## config.mk

```make
export PLATFORM = sky130hd
export DESIGN_NAME = conv_result_drain
export DESIGN_NICKNAME = d
export VERILOG_FILES = /design/src/rtl/conv_result_drain.sv
export SDC_FILE = /design/constraint.sdc
export NUM_CORES = 1
export LEC_CHECK = 0
export CORE_AREA = 4 4 499 501
export DETAILED_ROUTE_END_ITERATION = 8
export DIE_AREA = 0 0 503 505
export HOLD_SLACK_MARGIN = 0.03
export PLACE_DENSITY = 0.47
export REMOVE_ABC_BUFFERS = 1
export SETUP_SLACK_MARGIN = 0.1
export SYNTH_ARGS = -nofsm -noshare
export SYNTH_HDL_FRONTEND = slang
export SYNTH_SLANG_ARGS = --single-unit
```

## constraint.sdc

```tcl
create_clock -name clk -period 37.4 [get_ports clk]
set_input_delay 3.74 -clock clk [delete_from_list [all_inputs] [get_ports clk]]
set_output_delay 3.74 -clock clk [all_outputs]
set_load 0.005 [all_outputs]
```

## src/rtl/conv_result_drain.sv

```systemverilog
// Drains one captured tile of signed convolution sums as a stream of requantized
// 8-bit pixels: clamp negatives, round-half-up right shift, saturate at 255.
module conv_result_drain #(
   parameter int NUM_OUT = 40,
   parameter int DATA_W  = 32,
   parameter int SHIFT_W = 5
) (
   input  logic                      clk,
   input  logic                      rst,
   input  logic                      in_valid,
   output logic                      in_ready,
   input  logic [NUM_OUT*DATA_W-1:0] conv_i,
   input  logic [SHIFT_W-1:0]        shift_amt,
   output logic [7:0]                pix_o,
   output logic                      pix_valid,
   input  logic                      pix_ready,
   output logic                      pix_last,
   output logic                      sat_flag,
   output logic                      done
);

   localparam int IDX_W = (NUM_OUT > 1) ? $clog2(NUM_OUT) : 1;
   localparam logic [IDX_W-1:0] LAST_IDX = IDX_W'(NUM_OUT - 1);

   typedef enum logic {IDLE, DRAIN} state_t;

   state_t                   state_q, state_d;
   logic [IDX_W-1:0]         idx_q, idx_d;
   logic [SHIFT_W-1:0]       shift_q, shift_d;
   logic                     sat_q, sat_d;
   logic                     done_q, done_d;
   logic signed [DATA_W-1:0] buf_q [NUM_OUT];
   logic signed [DATA_W-1:0] buf_d [NUM_OUT];

   logic                     capture;
   logic signed [DATA_W-1:0] cur_lane;
   logic [DATA_W:0]          rnd, sum, shr;
   logic [7:0]               lane_pix;
   logic                     lane_sat;

   assign capture = (state_q == IDLE) && in_valid;

   generate
      for (genvar gi = 0; gi < NUM_OUT; gi++) begin : g_lane
         assign buf_d[gi] = capture ? conv_i[gi*DATA_W +: DATA_W] : buf_q[gi];
      end
   endgenerate

   // One extra bit of headroom so adding the rounding constant cannot wrap.
   always_comb begin
      cur_lane = buf_q[idx_q];
      rnd      = '0;
      if (shift_q != '0)
         rnd = {{DATA_W{1'b0}}, 1'b1} << (shift_q - 1'b1);
      sum      = {1'b0, cur_lane} + rnd;
      shr      = sum >> shift_q;
      lane_pix = '0;
      lane_sat = 1'b0;
      if (!cur_lane[DATA_W-1]) begin
         if (shr > (DATA_W+1)'(255)) begin
            lane_pix = 8'hFF;
            lane_sat = 1'b1;
         end else begin
            lane_pix = shr[7:0];
         end
      end
   end

   always_comb begin
      state_d = state_q;
      idx_d   = idx_q;
      shift_d = shift_q;
      sat_d   = sat_q;
      done_d  = 1'b0;
      case (state_q)
         IDLE: begin
            if (in_valid) begin
               state_d = DRAIN;
               idx_d   = '0;
               shift_d = shift_amt;
               sat_d   = 1'b0;
            end
         end
         DRAIN: begin
            if (pix_ready) begin
               if (lane_sat)
                  sat_d = 1'b1;
               if (idx_q == LAST_IDX) begin
                  state_d = IDLE;
                  done_d  = 1'b1;
               end else begin
                  idx_d = idx_q + 1'b1;
               end
            end
         end
         default: state_d = IDLE;
      endcase
   end

   always_ff @(posedge clk) begin
      if (rst) begin
         state_q <= IDLE;
         idx_q   <= '0;
         shift_q <= '0;
         sat_q   <= 1'b0;
         done_q  <= 1'b0;
      end else begin
         state_q <= state_d;
         idx_q   <= idx_d;
         shift_q <= shift_d;
         sat_q   <= sat_d;
         done_q  <= done_d;
      end
   end

   // Tile contents are don't-care after reset, so the buffer carries no reset.
   always_ff @(posedge clk) begin
      for (int i = 0; i < NUM_OUT; i++)
         buf_q[i] <= buf_d[i];
   end

   assign in_ready  = (state_q == IDLE);
   assign pix_valid = (state_q == DRAIN);
   assign pix_last  = (state_q == DRAIN) && (idx_q == LAST_IDX);
   assign pix_o     = (state_q == DRAIN) ? lane_pix : 8'h00;
   assign sat_flag  = sat_q;
   assign done      = done_q;

endmodule

```

==> metrics.txt, run 1 <==
initial antenna violation count 105; num rows 182; Hold WC Path Type flop to flop; Worst Hold Depth 2; DR WL/cell 28.0 um; most common cell after layout, fill and taps aside clkdlybuf4s50_1; GPL Wtd Cong 0.807; post-synthesis register bit count 1300; io pins 1302; Worst EP required 33.66 ns; TritonCTS clock tree built; sequential area share after synthesis 0.721; Post-Syn Area 53900 sq um; outcome completed; final hold vios 0; Final Critical Period 14.58 ns; CTS hold repair buffers 0; area delta synth->final 40.6%; die area 254000 sq um; pre-CTS setup slack 23.28 ns; Die H 505 um; global-route wire length before repair 281000 um; vias per cell 4.38; largest net degree at the start of global routing 165; final net count 5383; Worst Setup Start Kind flop; worst hold slack 0.509 ns; hold_sp idx_q[5]$_SDFFE_PP0P_; dpl hpwl 158000 um; Reg clk slew, reported paths 0.06 ns; CP arrival 10.84 ns; Slew Limit Fails 0; pwr/cell area 47.0 nW/um^2; Synth top area share 0.713; Starting Density 0.220; part of the cycle the worst path needs 0.390; Pleak 24.1 nW; most frequent cells in the layout 1301 x clkdlybuf4s50_1, 1280 x edfxtp_1, 389 x mux4_2; Warnings, synthesis 0; layout cells sized above 1 0.168; synth top area cells edfxtp_1 71%, mux4_2 16%, mux2i_1 1.1%; Clock Path Buffers 3; worst vdd ir 0.0000393 V; fmax 68.6 MHz; Gate Count Post-Synth 2711; slew margin rel. 0.266; total CTS buffers 152; Main synth FF type edfxtp_1; dominant cell type by area after synthesis edfxtp_1; Vias 32500; crit path kind flop to primary output; CTS root buffer clkbuf_16; setup violators final 0; R2R setup slack 28.06 ns; WL final 208000 um; R2R cell count 22; Setup Skew 0.0318 ns; # DRC 0; worst skew pair latency 0.80 ns; H-tree depth 4; DRT Pass-1 Iters 5; vias in the first global route 34800; # Max-Cap Violations 0; Syn Area/Cell 19.9 sq um; GRT Residual Overflow 0; fraction of registers with async set/reset 0; Port-buffer cells 1301; post-cts gate resize count 0; worst setup margin 22.82 ns; die span in x 503 um; Setup Buffers After CTS 0; Detail Route Antenna Nets 0; worst-margin pin slew 1.10 ns; Worst R2R End sat_flag$_SDFFE_PP0P_; TritonCTS Sinks 1300; total track usage 0.158; number of synthesized flops with an enable pin 1280; Initial DRC Count 2666; Netlist cell types 90; CP endpoint kind primary output; crit-path max FO 83; Core ar. 245000 sq um; RSZ-0062 raised after global routing false
## worst max-delay path by stage
| stage | startpoint | end | cells after the start | slack [ns] |
|---|---|---|---|---|
| global route | flop | pix_o[6] | 23 | 21.78 |
| finish | flop | pix_o[6] | 23 | 22.82 |
| global placement | flop | pix_o[7] | 23 | 23.21 |
| floorplan | in_valid | flop | 4 | -0.02 |
| detailed placement | flop | pix_o[6] | 23 | 23.28 |
| CTS | flop | pix_o[6] | 23 | 22.37 |
## Yosys cell counts (20+ instances only)
cell	count
edfxtp_1	1280
buf_2	25
nand4_1	23
nor3_1	31
a211oi_1	55
o21ai_0	49
nand2_1	94
mux2i_1	57
clkbuf_1	90
nor2b_1	35
dfxtp_1	20
mux4_2	389
buf_1	43
nor2_1	97
a21oi_1	100
ha_1	33
nand3_1	25
## where the power goes
part / internal (W) / switching, W
Clock: 0.000841 / 0.000624
Combinational: 0.000205 / 0.000161
Sequential: 0.00170 / 0.0000265
## sequential cells by signal (all words and copies together), names as in the netlist, named ones only
register / flops
buf_q: 1280
idx_q: 6
shift_q: 5
done: 1
pix_valid: 1
sat_flag: 1
## cells by family after synthesis
group / synth area share
AOI/OAI and AO/OA: 0.0461
xor gates and xnor gates: 0.00434
adders and majority gates: 0.00803
buffers and inverters: 0.0129
DFF: 0.721
muxes: 0.175
other: 0.0000696
and+or+nand+nor: 0.0331
## area by class of cell
class	count	area (sq um)
clock buffers	188	4050
fillers	23900	169000
well taps	3220	4030
diodes	28	70.1
repair buffers	1353	13500
inverters	19	78.8
flip-flops and latches	1300	38900
multi-input cells	1234	14300
clock inverters	91	840
## worst max-delay path, cell delays in order (launching register included)
cell and delay, ns:
dfxtp_4 0.52, buf_12 0.51, buf_4 0.68, buf_4 0.70
buf_12 0.51, mux4_2 0.60, mux4_2 0.45, nor2b_1 0.15
a211oi_1 0.72, a21oi_1 0.10, ha_1 0.49, a21oi_1 0.30
o21ai_0 0.27, a21oi_1 0.46, nand2_1 0.16, xnor2_1 0.44
o211a_1 0.29, o221ai_1 0.23, o21ai_0 0.29, a41oi_1 0.19
a2111o_1 0.49, nor4_4 0.34, a221oi_1 0.17, clkdlybuf4s50_1 0.56
## stage by stage
stage                     setup TNS [ns]  power, W  area, sq um   util  instances
after floorplan                  -0.0389   0.00203        53300      -       2553
after global placement                 0   0.00213        70800  0.289       7126
after detailed placement               0   0.00213        70800  0.289       7126
after CTS                              0   0.00362        75700  0.309       7405
after global routing                   0   0.00370        75700  0.309       7420
final                                  0   0.00356        75700  0.309       7433
## layer usage
| layer | vias up | part of all wire | wire [um] | global-route usage |
|---|---|---|---|---|
| li1 | 14200 | - | - | - |
| met1 | 16500 | 0.38 | 78200 | 0.183 |
| met2 | 1353 | 0.50 | 104000 | 0.272 |
| met3 | 362 | 0.099 | 20600 | 0.0641 |
| met4 | 136 | 0.021 | 4340 | 0.0400 |
| met5 | - | 0.0041 | 847 | 0 |
Power figures use the tool's default switching activity.
==> run 2: changes to the inputs <==
PLACE_DENSITY = 0.46   (was 0.47)
clock period = 14.8 ns   (was 37.4 ns; I/O delays follow)
==> run 2 against run 1 <==
  * Routed wire length grew 2.0%
  * Sequential cell count unchanged
  * Power rose to 2.6 times the previous value
  * Non-clock buffer count grew 2
  * Register-to-register slack worse by 21 ns
  * Combinational power grew to 2.5 times the previous value
  * Final cell count about the same
  * Global-route usage up 0.30 points
  * Critical endpoint unchanged
==> metrics.txt, run 2 (synthesis gave the netlist of run 1 again) <==
area delta synth->final 41.1% (was 40.6%); setup violators final 0 (unchanged); slowest stage delay, CP 0.68 ns (was 0.72 ns); GPL Wtd Cong 0.837 (was 0.807); TritonCTS Sinks 1300 (unchanged); crit-path max FO 46 (was 83); Hold WC Path Type flop to flop (unchanged); Placed Instance Area 70900 sq um (was 70800 sq um); part of the cycle the worst path needs 0.704; # DRC 0 (unchanged); num rows 182 (unchanged); Die H 505 um (unchanged); Setup Skew 0.0284 ns (was 0.0318 ns); Core ar. 245000 sq um (unchanged); CTS hold repair buffers 0 (unchanged); WL final 212000 um (was 208000 um); Final Critical Period 10.42 ns; slew margin rel. 0.260 (was 0.266); fmax 96.0 MHz; Slew Limit Fails 0 (unchanged); Clock Path Buffers 3 (unchanged); Starting Density 0.220 (unchanged); die span in x 503 um (unchanged); Crit-path slowest cell dfxtp_4 (was a211oi_1); outcome completed (unchanged); DR WL/cell 28.5 um (was 28.0 um); Largest Register buf_q (unchanged); Reg clk slew, reported paths 0.06 ns (about the same); most common cell after layout, fill and taps aside clkdlybuf4s50_1 (unchanged); Port-buffer cells 1301 (unchanged); total track usage 0.161 (was 0.158); worst-margin pin slew 1.11 ns (was 1.10 ns); final hold vios 0 (unchanged); global-route wire length before repair 287000 um (was 281000 um); dpl hpwl 162000 um (was 158000 um); pre-CTS setup slack 4.83 ns (was 23.28 ns); Worst Setup Start Kind flop (unchanged); Final Cell Area 76000 sq um (was 75700 sq um); biggest registers after layout buf_q: 1280 flops, idx_q: 6 flops, shift_q: 5 flops (unchanged); Top Family by Delay on Critical Path compound AO/OA/AOI/OAI gates (unchanged); total CTS buffers 156 (was 152); CP endpoint kind primary output (unchanged); worst vdd ir 0.0000972 V (was 0.0000393 V); Setup Buffers After CTS 0 (unchanged); crit path kind flop to primary output (unchanged); vias in the first global route 35400 (was 34800); # Max-Cap Violations 0 (unchanged); H-tree depth 4 (unchanged); Detail Route Antenna Nets 0 (unchanged); CP arrival 8.94 ns (was 10.84 ns); post-cts gate resize count 0 (unchanged); CTS root buffer clkbuf_16 (unchanged); most frequent cells in the layout 1301 x clkdlybuf4s50_1, 1280 x edfxtp_1, 389 x mux4_2 (unchanged); io pins 1302 (unchanged); worst setup margin 4.38 ns (was 22.82 ns); crit-path cells buf_12 -> buf_4 -> mux4_2 -> mux4_2 -> nor2b_1 -> a211oi_1 -> a21oi_1 -> ha_1 -> a21oi_2 -> o21ai_1 -> nor3_1 -> and3_1 -> o31ai_1 -> xnor2_2 -> o21ai_0 -> a2111o_1 -> a21oi_1 -> nand4_1 -> nor4_4 -> a221oi_1 -> clkdlybuf4s50_1 (was buf_12 -> buf_4 -> buf_4 -> buf_12 -> mux4_2 -> mux4_2 -> nor2b_1 -> a211oi_1 -> a21oi_1 -> ha_1 -> a21oi_1 -> o21ai_0 -> a21oi_1 -> nand2_1 -> xnor2_1 -> o211a_1 -> o221ai_1 -> o21ai_0 -> a41oi_1 -> a2111o_1 -> nor4_4 -> a221oi_1 -> clkdlybuf4s50_1); GRT Residual Overflow 0 (unchanged); Pleak 24.3 nW (was 24.1 nW); final net count 5389 (was 5383); layout cells sized above 1 0.169 (was 0.168); pwr/cell area 120 nW/um^2 (was 47.0 nW/um^2); TritonCTS clock tree built (unchanged); DRT Pass-1 Iters 6 (was 5); die area 254000 sq um (unchanged); Vias 32800 (was 32500); largest net degree at the start of global routing 171 (was 165); Initial DRC Count 2932 (was 2666); post-layout util 0.310 (was 0.309); vias per cell 4.41 (was 4.38); Largest register FFs 1280 (unchanged); TNS Setup 0 ns (unchanged); Buf/Inv on CP 3 (was 5); RSZ-0062 raised after global routing false (unchanged); initial antenna violation count 95 (was 105); Worst EP required 13.32 ns (was 33.66 ns); worst skew pair latency 0.80 ns (about the same)
## run 2: final cells by class
class                           instances  area [sq um]
Tap cell                             3220          4030
Inverter                               19          78.8
Timing Repair Buffer                 1355         13500
Clock inverter                         98          1080
Antenna cell                           27          67.6
Multi-Input combinational cell       1234         14300
Clock buffer                          182          4000
Sequential cell                      1300         38900
Fill cell                           23900        169000
## run 2: per-layer routing
layer  wire length [um]  global-route usage
met5                901                   0
met4               3820              0.0325
met3              18700              0.0597
met2             108000               0.287
met1              80300               0.185
## run 2: through the flow
step | power, W | hold WS (ns) | std cells
3_3_place_gp | 0.00538 | 0.483 | 7128
5_1_grt | 0.00947 | 0.535 | 7416
2_1_floorplan | 0.00513 | 0.467 | 2553
6_report | 0.00911 | 0.511 | 7435
3_5_place_dp | 0.00539 | 0.487 | 7128
4_1_cts | 0.00926 | 0.503 | 7408
## run 2: final timing paths
check | end | cells after the start | slack, ns | startpoint
setup reg to reg | sat_flag$_SDFFE_PP0P_ | 20 | 7.37 | flop
setup / recovery | pix_o[6] | 21 | 4.38 | flop
hold reg to reg | flop | 2 | 0.51 | idx_q[5]$_SDFFE_PP0P_
hold / removal | flop | 2 | 0.51 | idx_q[5]$_SDFFE_PP0P_
## run 2: worst register-to-register path: stages (launching register included)
cell	delay, ns
dfxtp_4	0.68
buf_4	0.43
buf_4	0.66
mux4_2	0.69
mux4_2	0.51
nor2b_1	0.15
a211oi_1	0.32
a21oi_1	0.17
ha_1	0.50
a21oi_1	0.33
o21a_1	0.29
a21boi_1	0.32
o21ai_0	0.19
or3_1	0.35
a21oi_1	0.42
nor2_1	0.15
a222oi_1	0.27
o21ai_0	0.18
a2111o_1	0.47
o211ai_1	0.19
nand2_1	0.08
## run 2: power by group
part	total, W	internal (W)	switching [W]
sequential	0.00436	0.00429	0.0000653
combinational	0.000933	0.000521	0.000412
clock	0.00382	0.00219	0.00163
total	0.00911	0.00700	0.00210
